### src/rtl/secded_pkg.sv
// Shared types and helpers for the extended-Hamming SEC-DED stream decoder.
// Holds parity-width sizing and the Hamming position to data-index mapping.
package secded_pkg;

    typedef enum logic [1:0] {
        CLEAN,
        SINGLE,
        UNCORR
    } err_class_e;

    // Smallest r with 2^r >= data_w + r + 1.
    function automatic int secded_par_w(input int data_w);
        int r;
        r = 0;
        for (int k = 7; k >= 1; k--) begin
            if ((1 << k) >= data_w + k + 1) begin
                r = k;
            end
        end
        return r;
    endfunction

    // Power-of-two Hamming positions hold parity bits.
    function automatic bit secded_is_par(input int pos);
        return (pos & (pos - 1)) == 0;
    endfunction

    // Data index carried by a non-parity Hamming position (LSB-first).
    function automatic int secded_data_idx(input int pos);
        int n;
        n = 0;
        for (int j = 0; j < 7; j++) begin
            if ((1 << j) <= pos) begin
                n++;
            end
        end
        return pos - n - 1;
    endfunction

endpackage

### src/rtl/secded_stream_decoder_if.sv
// Codeword input stream and decoded-word output stream of the decoder.
// The decoder takes the slave view, its feeder/consumer the master view.
interface secded_stream_decoder_if
    import secded_pkg::*;
#(
    parameter int DATA_W = 8
) ();
    localparam int PAR_W  = secded_par_w(DATA_W);
    localparam int CODE_W = DATA_W + PAR_W + 1;

    logic              s_valid;
    logic              s_ready;
    logic [CODE_W-1:0] s_code;
    logic              m_valid;
    logic              m_ready;
    logic [DATA_W-1:0] m_data;
    logic              m_single_err;
    logic              m_uncorr;
    logic [PAR_W-1:0]  m_syndrome;

    modport slave (
        input  s_valid, s_code, m_ready,
        output s_ready, m_valid, m_data,
        output m_single_err, m_uncorr, m_syndrome
    );

    modport master (
        output s_valid, s_code, m_ready,
        input  s_ready, m_valid, m_data,
        input  m_single_err, m_uncorr, m_syndrome
    );

endinterface

### src/rtl/secded_syndrome.sv
// Combinational Hamming syndrome and overall parity of one codeword.
// Shared with the encoder self-check path.
module secded_syndrome #(
    parameter int CODE_W = 13,
    parameter int PAR_W  = 4
) (
    input  logic [CODE_W-1:0] code,
    output logic [PAR_W-1:0]  syn,
    output logic              par
);

    // Syndrome bit j folds every position whose index has bit j set.
    always_comb begin
        syn = '0;
        for (int i = 0; i < CODE_W - 1; i++) begin
            for (int j = 0; j < PAR_W; j++) begin
                if ((((i + 1) >> j) & 1) != 0) begin
                    syn[j] = syn[j] ^ code[i];
                end
            end
        end
        par = ^code;
    end

endmodule

### src/rtl/secded_stream_decoder.sv
// Two-stage pipelined SEC-DED decoder on a valid/ready stream.
// S1 holds codeword + syndrome, S2 holds corrected data and error flags.
module secded_stream_decoder
    import secded_pkg::*;
#(
    parameter int DATA_W = 8,
    parameter int CNT_W  = 16
) (
    input  logic             clk,
    input  logic             rst_n,
    input  logic             corr_en,
    input  logic             cnt_clr,
    output logic [CNT_W-1:0] cnt_single,
    output logic [CNT_W-1:0] cnt_uncorr,
    secded_stream_decoder_if.slave bus
);

    localparam int PAR_W  = secded_par_w(DATA_W);
    localparam int CODE_W = DATA_W + PAR_W + 1;

    logic              s1_valid_q, s1_valid_d;
    logic [CODE_W-1:0] s1_code_q, s1_code_d;
    logic [PAR_W-1:0]  s1_syn_q, s1_syn_d;
    logic              s1_par_q, s1_par_d;

    logic              m_valid_q, m_valid_d;
    logic [DATA_W-1:0] m_data_q, m_data_d;
    logic              m_single_err_q, m_single_err_d;
    logic              m_uncorr_q, m_uncorr_d;
    logic [PAR_W-1:0]  m_syndrome_q, m_syndrome_d;

    logic [CNT_W-1:0]  cnt_single_q, cnt_single_d;
    logic [CNT_W-1:0]  cnt_uncorr_q, cnt_uncorr_d;

    logic              in_par;
    logic [PAR_W-1:0]  in_syn;
    logic              s1_adv;
    logic              s2_adv;
    logic              out_hs;
    err_class_e        cls;
    logic [CODE_W-1:0] fix_code;
    logic [DATA_W-1:0] fix_data;

    secded_syndrome #(
        .CODE_W (CODE_W),
        .PAR_W  (PAR_W)
    ) u_syndrome (
        .code (bus.s_code),
        .syn  (in_syn),
        .par  (in_par)
    );

    assign s2_adv      = !m_valid_q || bus.m_ready;
    assign s1_adv      = !s1_valid_q || s2_adv;
    assign out_hs      = m_valid_q && bus.m_ready;
    assign bus.s_ready = s1_adv;

    // S1 next state: take a new codeword whenever S1 can move on.
    always_comb begin
        s1_valid_d = s1_valid_q;
        s1_code_d  = s1_code_q;
        s1_syn_d   = s1_syn_q;
        s1_par_d   = s1_par_q;
        if (s1_adv) begin
            s1_valid_d = bus.s_valid;
            if (bus.s_valid) begin
                s1_code_d = bus.s_code;
                s1_syn_d  = in_syn;
                s1_par_d  = in_par;
            end
        end
    end

    // Error class from syndrome and overall parity held in S1.
    always_comb begin
        cls = CLEAN;
        if (!s1_par_q) begin
            cls = (s1_syn_q == '0) ? CLEAN : UNCORR;
        end else if (int'(s1_syn_q) > CODE_W - 1) begin
            cls = UNCORR;
        end else begin
            cls = SINGLE;
        end
    end

    // Flip the flagged position when enabled, then pull out data bits.
    always_comb begin
        fix_code = s1_code_q;
        for (int i = 0; i < CODE_W - 1; i++) begin
            if (cls == SINGLE && corr_en && int'(s1_syn_q) == i + 1) begin
                fix_code[i] = ~fix_code[i];
            end
        end
        fix_data = '0;
        for (int p = 1; p < CODE_W; p++) begin
            if (!secded_is_par(p)) begin
                fix_data[secded_data_idx(p)] = fix_code[p - 1];
            end
        end
    end

    // S2 next state: output word holds until accepted downstream.
    always_comb begin
        m_valid_d      = m_valid_q;
        m_data_d       = m_data_q;
        m_single_err_d = m_single_err_q;
        m_uncorr_d     = m_uncorr_q;
        m_syndrome_d   = m_syndrome_q;
        if (s2_adv) begin
            m_valid_d = s1_valid_q;
            if (s1_valid_q) begin
                m_data_d       = fix_data;
                m_single_err_d = (cls == SINGLE);
                m_uncorr_d     = (cls == UNCORR);
                m_syndrome_d   = s1_syn_q;
            end
        end
    end

    // Saturating error counters; clear beats a same-cycle increment.
    always_comb begin
        cnt_single_d = cnt_single_q;
        cnt_uncorr_d = cnt_uncorr_q;
        if (cnt_clr) begin
            cnt_single_d = '0;
            cnt_uncorr_d = '0;
        end else if (out_hs) begin
            if (m_single_err_q && cnt_single_q != '1) begin
                cnt_single_d = cnt_single_q + CNT_W'(1);
            end
            if (m_uncorr_q && cnt_uncorr_q != '1) begin
                cnt_uncorr_d = cnt_uncorr_q + CNT_W'(1);
            end
        end
    end

    // S1 pipeline register.
    always_ff @(posedge clk or negedge rst_n) begin
        if (!rst_n) begin
            s1_valid_q <= 1'b0;
            s1_code_q  <= '0;
            s1_syn_q   <= '0;
            s1_par_q   <= 1'b0;
        end else begin
            s1_valid_q <= s1_valid_d;
            s1_code_q  <= s1_code_d;
            s1_syn_q   <= s1_syn_d;
            s1_par_q   <= s1_par_d;
        end
    end

    // S2 pipeline register, drives the output stream directly.
    always_ff @(posedge clk or negedge rst_n) begin
        if (!rst_n) begin
            m_valid_q      <= 1'b0;
            m_data_q       <= '0;
            m_single_err_q <= 1'b0;
            m_uncorr_q     <= 1'b0;
            m_syndrome_q   <= '0;
        end else begin
            m_valid_q      <= m_valid_d;
            m_data_q       <= m_data_d;
            m_single_err_q <= m_single_err_d;
            m_uncorr_q     <= m_uncorr_d;
            m_syndrome_q   <= m_syndrome_d;
        end
    end

    // Error counter registers.
    always_ff @(posedge clk or negedge rst_n) begin
        if (!rst_n) begin
            cnt_single_q <= '0;
            cnt_uncorr_q <= '0;
        end else begin
            cnt_single_q <= cnt_single_d;
            cnt_uncorr_q <= cnt_uncorr_d;
        end
    end

    assign bus.m_valid      = m_valid_q;
    assign bus.m_data       = m_data_q;
    assign bus.m_single_err = m_single_err_q;
    assign bus.m_uncorr     = m_uncorr_q;
    assign bus.m_syndrome   = m_syndrome_q;
    assign cnt_single       = cnt_single_q;
    assign cnt_uncorr       = cnt_uncorr_q;

endmodule

### src/flat_wrapper.sv
// flat-port wrapper written by rule: the top's interface ports become plain ports
module secded_stream_decoder_flat import secded_pkg::*;
#(
    parameter int DATA_W = 8,
    parameter int CNT_W  = 16
)
  (clk, rst_n, corr_en, cnt_clr, cnt_single, cnt_uncorr, bus_s_valid, bus_s_code, bus_m_ready, bus_s_ready, bus_m_valid, bus_m_data, bus_m_single_err, bus_m_uncorr, bus_m_syndrome);
  secded_stream_decoder_if #(.DATA_W(DATA_W)) bus_i ();
  input  logic clk;
  input  logic rst_n;
  input  logic corr_en;
  input  logic cnt_clr;
  output logic [CNT_W-1:0] cnt_single;
  output logic [CNT_W-1:0] cnt_uncorr;
  input wire logic [$bits(bus_i.s_valid)-1:0] bus_s_valid;
  input wire logic [$bits(bus_i.s_code)-1:0] bus_s_code;
  input wire logic [$bits(bus_i.m_ready)-1:0] bus_m_ready;
  output wire logic [$bits(bus_i.s_ready)-1:0] bus_s_ready;
  output wire logic [$bits(bus_i.m_valid)-1:0] bus_m_valid;
  output wire logic [$bits(bus_i.m_data)-1:0] bus_m_data;
  output wire logic [$bits(bus_i.m_single_err)-1:0] bus_m_single_err;
  output wire logic [$bits(bus_i.m_uncorr)-1:0] bus_m_uncorr;
  output wire logic [$bits(bus_i.m_syndrome)-1:0] bus_m_syndrome;
  assign bus_i.s_valid = bus_s_valid;
  assign bus_i.s_code = bus_s_code;
  assign bus_i.m_ready = bus_m_ready;
  assign bus_s_ready = bus_i.s_ready;
  assign bus_m_valid = bus_i.m_valid;
  assign bus_m_data = bus_i.m_data;
  assign bus_m_single_err = bus_i.m_single_err;
  assign bus_m_uncorr = bus_i.m_uncorr;
  assign bus_m_syndrome = bus_i.m_syndrome;
  secded_stream_decoder #(.DATA_W(DATA_W), .CNT_W(CNT_W)) u_core (.clk(clk), .rst_n(rst_n), .corr_en(corr_en), .cnt_clr(cnt_clr), .cnt_single(cnt_single), .cnt_uncorr(cnt_uncorr), .bus(bus_i));
endmodule
### config.mk
export PLATFORM = sky130hd
export DESIGN_NAME = secded_stream_decoder_flat
export DESIGN_NICKNAME = d
export VERILOG_FILES = /design/src/rtl/secded_pkg.sv /design/src/rtl/secded_stream_decoder_if.sv /design/src/rtl/secded_syndrome.sv /design/src/rtl/secded_stream_decoder.sv /design/src/flat_wrapper.sv
export SDC_FILE = /design/constraint.sdc
export NUM_CORES = 1
export LEC_CHECK = 0
export ABC_CLOCK_PERIOD_IN_PS = 1650
export CAP_MARGIN = 15
export CORE_MARGIN = 1
export CORE_UTILIZATION = 59
export CTS_BUF_LIST = sky130_fd_sc_hd__clkbuf_2 sky130_fd_sc_hd__clkbuf_4 sky130_fd_sc_hd__clkbuf_8
export DETAILED_ROUTE_END_ITERATION = 12
export DONT_BUFFER_PORTS = 1
export PLACE_DENSITY = 0.82
export REMOVE_ABC_BUFFERS = 1
export SETUP_SLACK_MARGIN = 0.05
export SLEW_MARGIN = 20
export SYNTH_ARGS = -nofsm -noshare
export SYNTH_HDL_FRONTEND = slang
export SYNTH_SLANG_ARGS = --single-unit
### constraint.sdc
create_clock -name clk -period 1.65 [get_ports clk]
set_input_delay 0.2475 -clock clk [delete_from_list [all_inputs] [get_ports clk]]
set_output_delay 0.2475 -clock clk [all_outputs]
set_load 0.005 [all_outputs]
==> flow_summary.json <==
{
  "status": "finished, violations left",
  "violations": "hold timing, setup timing",
  "critical_path_class": "flop to flop",
  "vias": 2871,
  "drv_cap": 0,
  "pwr-share-comb_pct": 18.0,
  "grt_first_pass_wirelength_um": 12200,
  "wl_um": 8900,
  "swShare_pct": 29.4,
  "die_y_um": 75.4,
  "synth_xor_area_share_pct": 14.6,
  "p_sw_uw": 1140,
  "cts_sinks": 61,
  "drive_above_1_share_pct": 35.7,
  "drt_iter0_drc": 330,
  "portBuffers": 0,
  "cts_tree": "built",
  "worstPathArrival_ps": 2110,
  "synth_compound_area_share_pct": 7.80,
  "synth_edf_count": 0,
  "regArea_mm2": 0.00153,
  "hp-class": "input pin to async pin",
  "yosys.area_share.simple_pct": 23.8,
  "die_area_mm2": 0.00568,
  "synth_cell_type_count": 42,
  "yosys.area_share.adder_pct": 0.788,
  "ios": 67,
  "numCtsBuffers": 9,
  "worstSetupStartpointType": "flop",
  "power.internal_uw": 2730,
  "cts.htree.levels": 3,
  "cp_common_cell": "nor3_1",
  "antenna_cells": 0,
  "post-route-util_pct": 82.1,
  "synthTopCellsByCount": "dfrtp_1 (61), xnor2_1 (45), nand2_1 (40)",
  "hold_violations": 61,
  "period_needed_ps": 1880,
  "yosys_warnings": 0,
  "netlist.area_leader.share_pct": 48.1,
  "cp_num_buf_inv": 0,
  "relSlewSlack_pct": 58.4,
  "worst_setup_path_end_kind": "flop",
  "fin_nets": 408,
  "hpwlAfterDp_um": 4970,
  "seqPwrFrac_pct": 48.5,
  "multi_input_area_mm2": 0.00186,
  "nFillCells": 297,
  "skew_ps": 8.43,
  "insertion_delay_ps": 340,
  "crit_required_ps": 1880,
  "synthMuxAreaShare_pct": 3.82,
  "cts.clk_slew.worst_paths_ps": 70,
  "ys.flop_type": "dfrtp_1",
  "cp_top_family": "simple AND/OR/NAND/NOR gates",
  "antenna_found_initial": 0,
  "setup_viol": 24,
  "path_cells": "ha_2 > nand4_1 > nor3_1 > nor3_1 > xnor2_1 > nor2_1",
  "drc_errors": 0,
  "syn_inst": 317,
  "ant_nets": 0,
  "globalRouteOverflowTotal": 0,
  "ir_worst_vdd_v": 0.000659,
  "first_pass_iters": 6,
  "path_max_fanout": 4,
  "cp_slowest_cell": "nor3_1",
  "r2r_slack_ps": -230,
  "std_cell_rows": 26,
  "fin_crit_sh_pct": 114,
  "gp_congestion": 0.811,
  "timing.hold.ws_ps": -407,
  "ys_top_cells_by_area": "dfrtp_1 (48%), xnor2_1 (12%), nand2_1 (4.7%)",
  "grt_pass1_vias": 2658,
  "avgViaCountPerCell": 6.21,
  "leakage_uw": 0.00176,
  "grt_max_degree": 62,
  "core_mm2": 0.00514,
  "max_stage_delay_ps": 550,
  "postSynthAreaPerCell_um2": 10.0,
  "synth_area_mm2": 0.00318,
  "start_util_pct": 61.8,
  "synth-seq-area-share_pct": 48.1,
  "synth_top_family_by_area": "simple AND/OR/NAND/NOR gates",
  "yosysMostFrequentCell": "dfrtp_1",
  "wire_per_inst_um": 19.3,
  "synth-async-reset-ratio_pct": 100,
  "p_clk_share_pct": 33.4,
  "p_per_area_mw_per_mm2": 916,
  "clock_tree.buffer_depth": 2,
  "yosys.area.top_type": "dfrtp_1",
  "worst_slack_ps": -232,
  "timing.fmax_mhz": 531,
  "grt_setup_unrepaired": "true",
  "worst_pin_slew_ps": 620,
  "root_buffer": "clkbuf_8",
  "fp.dieW_um": 75.4,
  "slew_viol_final": 0,
  "area_growth_pct": 32.9,
  "grt_use_total_pct": 29.3,
  "ys_ff_latch": 61
}
-- what timing repair did --
action                                 CTS  global route
gates resized for setup                 23            33
endpoints found under the hold margin   92            92
pin swaps                                8            22
setup endpoints to repair               18            40
gates cloned                             0             0
buffers inserted                         5            10
-- stage by stage --
step / power (uW) / setup WS, ps / instances / setup TNS (ps) / instance area (um2)
finish: 3870 / -232 / 462 / -2070 / 4220
floorplan: 2260 / -180 / 309 / -369 / 3150
CTS: 3810 / 0.480 / 454 / 0 / 3980
global route: 4030 / -359 / 462 / -4940 / 4220
detailed placement: 2510 / -7.62 / 433 / -7.62 / 3640
global placement: 2470 / -1.76 / 433 / -1.76 / 3640
-- layout make-up --
type / count / area share [%]
Clock inverter: 3 / 0.415
Clock buffer: 13 / 4.24
Tap cell: 70 / 2.08
Timing Repair Buffer: 67 / 12.8
Multi-Input combinational cell: 247 / 44.1
Inverter: 1 / 0.0890
Sequential cell: 61 / 36.2
-- power by group through the flow --
stage / Clock (uW) / Combinational [uW] / Sequential (uW)
after CTS: 1300 / 644 / 1870
after global placement: 0 / 587 / 1880
final: 1290 / 697 / 1880
after detailed placement: 0 / 616 / 1900
after floorplan: 0 / 405 / 1860
after global routing: 1380 / 764 / 1890
-- routing by layer --
metal	GRT usage [%]	part of all wire, %	vias up
li1	-	-	1242
met1	32.9	37	1419
met2	49.8	52	167
met3	8.07	7.1	43
met4	17.5	4.3	0
met5	0	0	-
-- sequential cells by signal, indices dropped and copies added (netlist names) --
register and count:
u_core.bus.m_data 8, u_core.bus.m_single_err 1, u_core.bus.m_syndrome 4, u_core.bus.m_uncorr 1, u_core.bus.m_valid 1, u_core.cnt_single 16, u_core.cnt_uncorr 16, u_core.s1_code_q 8
u_core.s1_par_q 1, u_core.s1_syn_q 4, u_core.s1_valid_q 1
-- path summary, 6_finish.rpt --
kind,startpoint,endpoint,depth (start not counted)
max in group asynchronous,rst_n,u_core.cnt_uncorr[2]$_DFFE_PN0P_,0
worst min register to register,u_core.bus.m_syndrome[1]$_DFFE_PN0P_,u_core.bus.m_syndrome[1]$_DFFE_PN0P_,2
worst max-delay path,u_core.cnt_single[1]$_DFFE_PN0P_,u_core.cnt_single[11]$_DFFE_PN0P_,6
worst max register to register,u_core.cnt_single[1]$_DFFE_PN0P_,u_core.cnt_single[11]$_DFFE_PN0P_,6
min in group clk,bus_s_valid,u_core.s1_valid_q$_DFFE_PN0N_,1
worst min-delay path,rst_n,u_core.cnt_uncorr[8]$_DFFE_PN0P_,0
-- layout by cell type, fill, tap and decap left out, drive strengths merged, types with 2 or more instances in the layout --
master / n
nor2: 38
nand3: 15
nand2: 40
nand4: 5
nor3: 8
nand4b: 2
a21o: 2
nand2b: 6
xnor2: 45
nor4b: 3
dfrtp: 61
xor2: 8
buf: 67
and3: 4
mux2i: 2
mux2: 9
and4: 2
o21bai: 2
a31oi: 2
ha: 2
clkinv: 2
a2111oi: 3
o211ai: 2
clkbuf: 13
a211oi: 2
a21oi: 5
o21ai: 18
or2: 2
nor4: 7
or3: 6
-- cells by family after synthesis --
group | Yosys count
flops | 61
buf+inv | 9
compound gates | 39
fa+ha+maj | 2
xor+xnor | 53
simple gates | 142
mux | 11
Power figures use the tool's default switching activity.
